===== src/rtl/div_seq_pkg.sv =====
// Shared state encoding and watchdog constants for the division sequencer.
// The watchdog is built only when DIV_SEQ_TIMEOUT_EN is defined.
package div_seq_pkg;
   typedef enum logic [2:0] {
      IDLE   = 3'd0,
      LAUNCH = 3'd1,
      WAIT   = 3'd2,
      WRITE  = 3'd3,
      EXC    = 3'd4
   } state_e;

   localparam int TIMEOUT_CYCLES = 64;
   localparam int WD_W           = $clog2(TIMEOUT_CYCLES) + 1;
endpackage


===== src/rtl/div_watchdog.sv =====
// Counts consecutive cycles while enabled; expired flags the last permitted cycle.
// Only instantiated by div_sequencer when DIV_SEQ_TIMEOUT_EN is defined.
module div_watchdog
   import div_seq_pkg::*;
(
   input  logic clock,
   input  logic reset,
   input  logic clear,
   input  logic enable,
   output logic expired
);
   logic [WD_W-1:0] count_q;
   logic [WD_W-1:0] count_d;

   // count_q holds the number of enabled cycles already completed, so it
   // reads TIMEOUT_CYCLES-1 during the final permitted cycle
   assign expired = (count_q == WD_W'(TIMEOUT_CYCLES - 1));

   always_comb begin
      count_d = count_q;
      if (clear) begin
         count_d = '0;
      end else if (enable && !expired) begin
         count_d = count_q + 1'b1;
      end
   end

   always_ff @(posedge clock or posedge reset) begin
      if (reset) begin
         count_q <= '0;
      end else begin
         count_q <= count_d;
      end
   end
endmodule


===== src/rtl/div_sequencer.sv =====
// Sequences a signed division through an external multi-cycle divider and owns HI/LO.
// Optional WAIT watchdog enabled by defining DIV_SEQ_TIMEOUT_EN.
module div_sequencer
   import div_seq_pkg::*;
(
   input  logic        clock,
   input  logic        reset,
   input  logic        op_start,
   input  logic [31:0] op_a,
   input  logic [31:0] op_b,
   input  logic        mthi_we,
   input  logic        mtlo_we,
   input  logic [31:0] mt_data,
   output logic        div_start,
   output logic [31:0] div_dividend,
   output logic [31:0] div_divisor,
   input  logic        div_finished,
   input  logic        div_zero,
   input  logic [31:0] div_quotient,
   input  logic [31:0] div_remainder,
   output logic [31:0] hi,
   output logic [31:0] lo,
   output logic        stall,
   output logic        div_zero_exc,
   output logic        div_timeout
);
   state_e      state_q, state_d;
   logic [31:0] hi_q, hi_d;
   logic [31:0] lo_q, lo_d;
   logic [31:0] dividend_q, dividend_d;
   logic [31:0] divisor_q, divisor_d;
   logic        div_start_q, div_start_d;
   logic        div_zero_exc_q, div_zero_exc_d;
   logic        timeout_hit;

`ifdef DIV_SEQ_TIMEOUT_EN
   logic wd_expired;

   div_watchdog u_watchdog (
      .clock   (clock),
      .reset   (reset),
      .clear   (state_q != WAIT),
      .enable  (state_q == WAIT),
      .expired (wd_expired)
   );

   // A divider completion or zero report in the final cycle still wins
   assign timeout_hit = (state_q == WAIT) && wd_expired && !div_zero && !div_finished;
`else
   assign timeout_hit = 1'b0;
`endif

   always_comb begin
      state_d    = state_q;
      hi_d       = hi_q;
      lo_d       = lo_q;
      dividend_d = dividend_q;
      divisor_d  = divisor_q;
      case (state_q)
         IDLE: begin
            if (mthi_we) hi_d = mt_data;
            if (mtlo_we) lo_d = mt_data;
            if (op_start) begin
               if (op_b != 32'd0) begin
                  dividend_d = op_a;
                  divisor_d  = op_b;
                  state_d    = LAUNCH;
               end else begin
                  state_d = EXC;
               end
            end
         end
         LAUNCH: state_d = WAIT;
         WAIT: begin
            if (div_zero) begin
               state_d = EXC;
            end else if (div_finished) begin
               state_d = WRITE;
            end else if (timeout_hit) begin
               state_d = IDLE;
            end
         end
         WRITE: begin
            lo_d    = div_quotient;
            hi_d    = div_remainder;
            state_d = IDLE;
         end
         EXC:     state_d = IDLE;
         default: state_d = IDLE;
      endcase
      // Pulse outputs are registered so they align exactly with their state
      div_start_d    = (state_d == LAUNCH);
      div_zero_exc_d = (state_d == EXC);
   end

   always_ff @(posedge clock or posedge reset) begin
      if (reset) begin
         state_q        <= IDLE;
         hi_q           <= '0;
         lo_q           <= '0;
         dividend_q     <= '0;
         divisor_q      <= '0;
         div_start_q    <= 1'b0;
         div_zero_exc_q <= 1'b0;
      end else begin
         state_q        <= state_d;
         hi_q           <= hi_d;
         lo_q           <= lo_d;
         dividend_q     <= dividend_d;
         divisor_q      <= divisor_d;
         div_start_q    <= div_start_d;
         div_zero_exc_q <= div_zero_exc_d;
      end
   end

   assign hi           = hi_q;
   assign lo           = lo_q;
   assign div_dividend = dividend_q;
   assign div_divisor  = divisor_q;
   assign div_start    = div_start_q;
   assign div_zero_exc = div_zero_exc_q;
   assign div_timeout  = timeout_hit;
   assign stall        = (state_q != IDLE);
endmodule


===== config.mk =====
export PLATFORM = sky130hd
export DESIGN_NAME = div_sequencer
export DESIGN_NICKNAME = d
export VERILOG_FILES = /design/src/rtl/div_seq_pkg.sv /design/src/rtl/div_watchdog.sv /design/src/rtl/div_sequencer.sv
export SDC_FILE = /design/constraint.sdc
export NUM_CORES = 1
export LEC_CHECK = 0
export CAP_MARGIN = 5
export CORE_MARGIN = 4
export CORE_UTILIZATION = 36
export DETAILED_ROUTE_END_ITERATION = 12
export PLACE_DENSITY = 0.77
export SYNTH_ARGS = -nofsm -noshare
export SYNTH_HDL_FRONTEND = slang
export SYNTH_SLANG_ARGS = --single-unit

===== constraint.sdc =====
create_clock -name clock -period 3.6 [get_ports clock]
set_input_delay 0.36 -clock clock [delete_from_list [all_inputs] [get_ports clock]]
set_output_delay 0.36 -clock clock [all_outputs]
set_load 0.05 [all_outputs]

==> results.rst <==
.. list-table::
   :header-rows: 1

   * - Metric
     - Value
   * - Dpl hpwl
     - 12.8 mm
   * - Area growth, synth to finish
     - 65.8%
   * - Kind of launch point of the worst setup path
     - flop
   * - Vias/cell
     - 4.77
   * - Post-layout total power
     - 0.0102 W
   * - Layout Nets
     - 909
   * - Number of global-route vias before repair
     - 4849
   * - Count of pins on the block boundary
     - 299
   * - CTS root buffer
     - clkbuf_16
   * - Chip Width
     - 133 um
   * - Category of the most critical setup path
     - reg2out
   * - Min-Delay Path Class
     - in2async
   * - Number of levels the H-tree was split into
     - 4
   * - DIE HEIGHT
     - 133 um
   * - Sinks on Clock Net
     - 133
   * - Initial core utilization
     - 37.0%
   * - Aggregate global-route resource usage
     - 18.9%
   * - Port Buf Inserts
     - 297
   * - Final min period
     - 2.48 ns
   * - Fmax
     - 402 MHz
   * - Clock-pin slew of the registers on the worst-case setup and hold paths
     - 0.06 ns
   * - Post-CTS setup buffers
     - 0
   * - Worst ir drop on vdd
     - 437 uV
   * - Final routed wirelength across all metal layers
     - 16.8 mm
   * - Yosys top cell by area
     - dfrtp_1
   * - Core area
     - 15300 sq um
   * - N_diodes
     - 0
   * - CP required
     - 3.24 ns
   * - Area of the die
     - 17800 sq um
   * - Wire length of the first global-routing pass
     - 26.3 mm
   * - Portion of synthesized cell area occupied by the leading cell type
     - 58.7%
   * - Number of fillers in the final layout
     - 1211
   * - Count of standard-cell rows
     - 45
   * - Non-Filler Instances
     - 966
   * - Total iterations of the first detailed-routing run
     - 4
   * - Maximum number of pins on one net before global-route repair
     - 80
   * - Grt ovf
     - 0
   * - Proportion of register bits with asynchronous set or reset after synthesis
     - 100%
   * - Number of synthesized register bits
     - 133
   * - Share of the core filled with cells in the final layout
     - 61.3%
   * - RePlAce Congestion
     - 0.758
   * - Primary flip-flop cell chosen by synthesis mapping
     - dfrtp_1
   * - Post-placement cell count
     - 933
   * - CTS tree
     - yes
   * - Maximum buffer depth of the clock tree
     - 2
   * - Post-CTS Hold Fix Bufs
     - 0
   * - Clock Skews
     - 0.00834 ns
   * - Yosys warns
     - 0
   * - Number of instances in the synthesized netlist
     - 446
   * - Mean instance size in the synthesized netlist
     - 12.7 sq um
   * - Final setup fails
     - 0
   * - Sequential area share after synthesis
     - 58.7%
   * - Transition time of the tightest slew-check pin
     - 1.11 ns
   * - Area of the mapped netlist
     - 5670 sq um
   * - Static power due to leakage
     - 3.80 nW
   * - Count of maximum capacitance violations
     - 0
   * - Total number of vias
     - 4612
   * - Number of remaining DRC errors
     - 0
   * - Setup repair after global routing missed its margin
     - false
   * - Clock latency on the worst-skew pair
     - 0.41 ns
   * - Post-DR wirelength/cell
     - 17.3 um
   * - Top cells by area, synth
     - dfrtp_1, mux2i_1, mux2_1
   * - Power per standard cell area
     - 1080 nW/um^2
   * - Number of clock buffers inserted by TritonCTS
     - 17
   * - Leading cell type in the layout, fill and taps excluded
     - clkdlybuf4s50_1
   * - Crit Path Max Fanout
     - 7
   * - Number of antenna violations at the first check in global routing
     - 1
   * - Final clock period utilization by the worst path
     - 69.0%
   * - Number of instances resized during post-cts repair
     - 0
   * - Type of element capturing the critical path
     - output pin
   * - Final hold violation count
     - 0
   * - Commonest cells after routing, fill and taps aside
     - clkdlybuf4s50_1, dfrtp_1, mux2i_1, nand2_1, o21ai_0
   * - Max-slew headroom
     - 26.1%
   * - Total negative slack
     - 0 ns
   * - Outcome
     - completed
   * - Synthesized Nets
     - 613
   * - Number of enable flip-flop cells after synthesis
     - 0
   * - Violation count after the first detailed-routing iteration
     - 134
   * - Total count of max-transition violations in the final report
     - 0
   * - Proportion of layout cells with a drive suffix above 1
     - 9.54%
   * - Count of different cell masters after synthesis
     - 25
   * - Number of antenna-violating nets in the routed design
     - 0
   * - Data arrival time at the worst-slack endpoint
     - 2.12 ns
## kinds of logic after synthesis
logic type             synth area share, %
buffers and inverters                 4.17
AO/OA/AOI/OAI                         6.91
other                               0.0662
AND/OR/NAND/NOR                       6.09
flip-flops                            58.7
multiplexers                          24.0
## state kept, by name (all words and copies together) (netlist names)
register	flops
div_dividend	32
div_zero_exc	1
lo	32
state_q	3
div_start	1
hi	32
div_divisor	32
## cells in the mapped netlist, types with 2 or more instances
cell type,instances
clkbuf_1,12
a21oi_2,2
o21ai_0,64
buf_2,3
mux2i_1,64
mux2_1,38
mux2_2,26
buf_8,6
nand4_1,2
a32o_1,2
nor2_1,2
nor3_1,2
buf_4,2
nand2_1,64
inv_1,4
buf_6,5
dfrtp_1,133
nor4_1,8
## where the power goes
part	switching [W]	total, W	internal, W	leakage [nW]
registers	0.000405	0.00265	0.00225	1.61
clock network	0.000661	0.00170	0.00104	0.283
logic	0.00381	0.00584	0.00202	1.91
total	0.00488	0.0102	0.00531	3.80
## cell type report
cell class,count,area [sq um],area share (%)
Sequential cell,133,3330,35.4
Timing Repair Buffer,305,3070,32.6
Multi-Input combinational cell,281,2130,22.7
Clock buffer,18,439,4.67
Tap cell,211,264,2.81
Clock inverter,14,150,1.60
Inverter,4,18.8,0.200
## layer usage
layer	share of wire (%)	track usage [%]	up-vias	wire length, um
li1	-	-	2166	-
met1	39	21.9	2235	6600
met2	52	33.4	178	8760
met3	5.7	4.72	31	960
met4	2.6	8.00	2	430
met5	0.078	0	-	13
## stage by stage
stage	instance area [sq um]	hold slack, ns	worst slack [ns]
2_1_floorplan	5670	0.492	1.59
3_3_place_gp	8780	0.462	0.896
3_5_place_dp	8780	0.470	0.901
4_1_cts	9370	0.412	1.09
5_1_grt	9400	0.456	0.999
6_report	9400	0.409	1.12
## critical path, stage by stage (launching register included)
cell and delay [ns]:
dfrtp_1 0.46, nor3_4 0.45, inv_1 0.07, clkdlybuf4s50_1 0.74
## final timing paths
kind                                 startpoint                           end  slack, ns  cells past startpoint
setup reg to reg           state_q[2]$_DFF_PP0_            hi[11]$_DFFE_PP0P_       1.35                      4
setup / recovery           state_q[0]$_DFF_PP0_                         stall       1.12                      3
min in group clock            hi[5]$_DFFE_PP0P_             hi[5]$_DFFE_PP0P_       0.48                      2
max in group asynchronous                 reset            hi[17]$_DFFE_PP0P_       2.35                      3
hold reg to reg               hi[5]$_DFFE_PP0P_             hi[5]$_DFFE_PP0P_       0.48                      2
hold / removal                            reset  div_dividend[20]$_DFFE_PP0P_       0.41                      2
No activity file was read; power rests on OpenSTA's default activity.
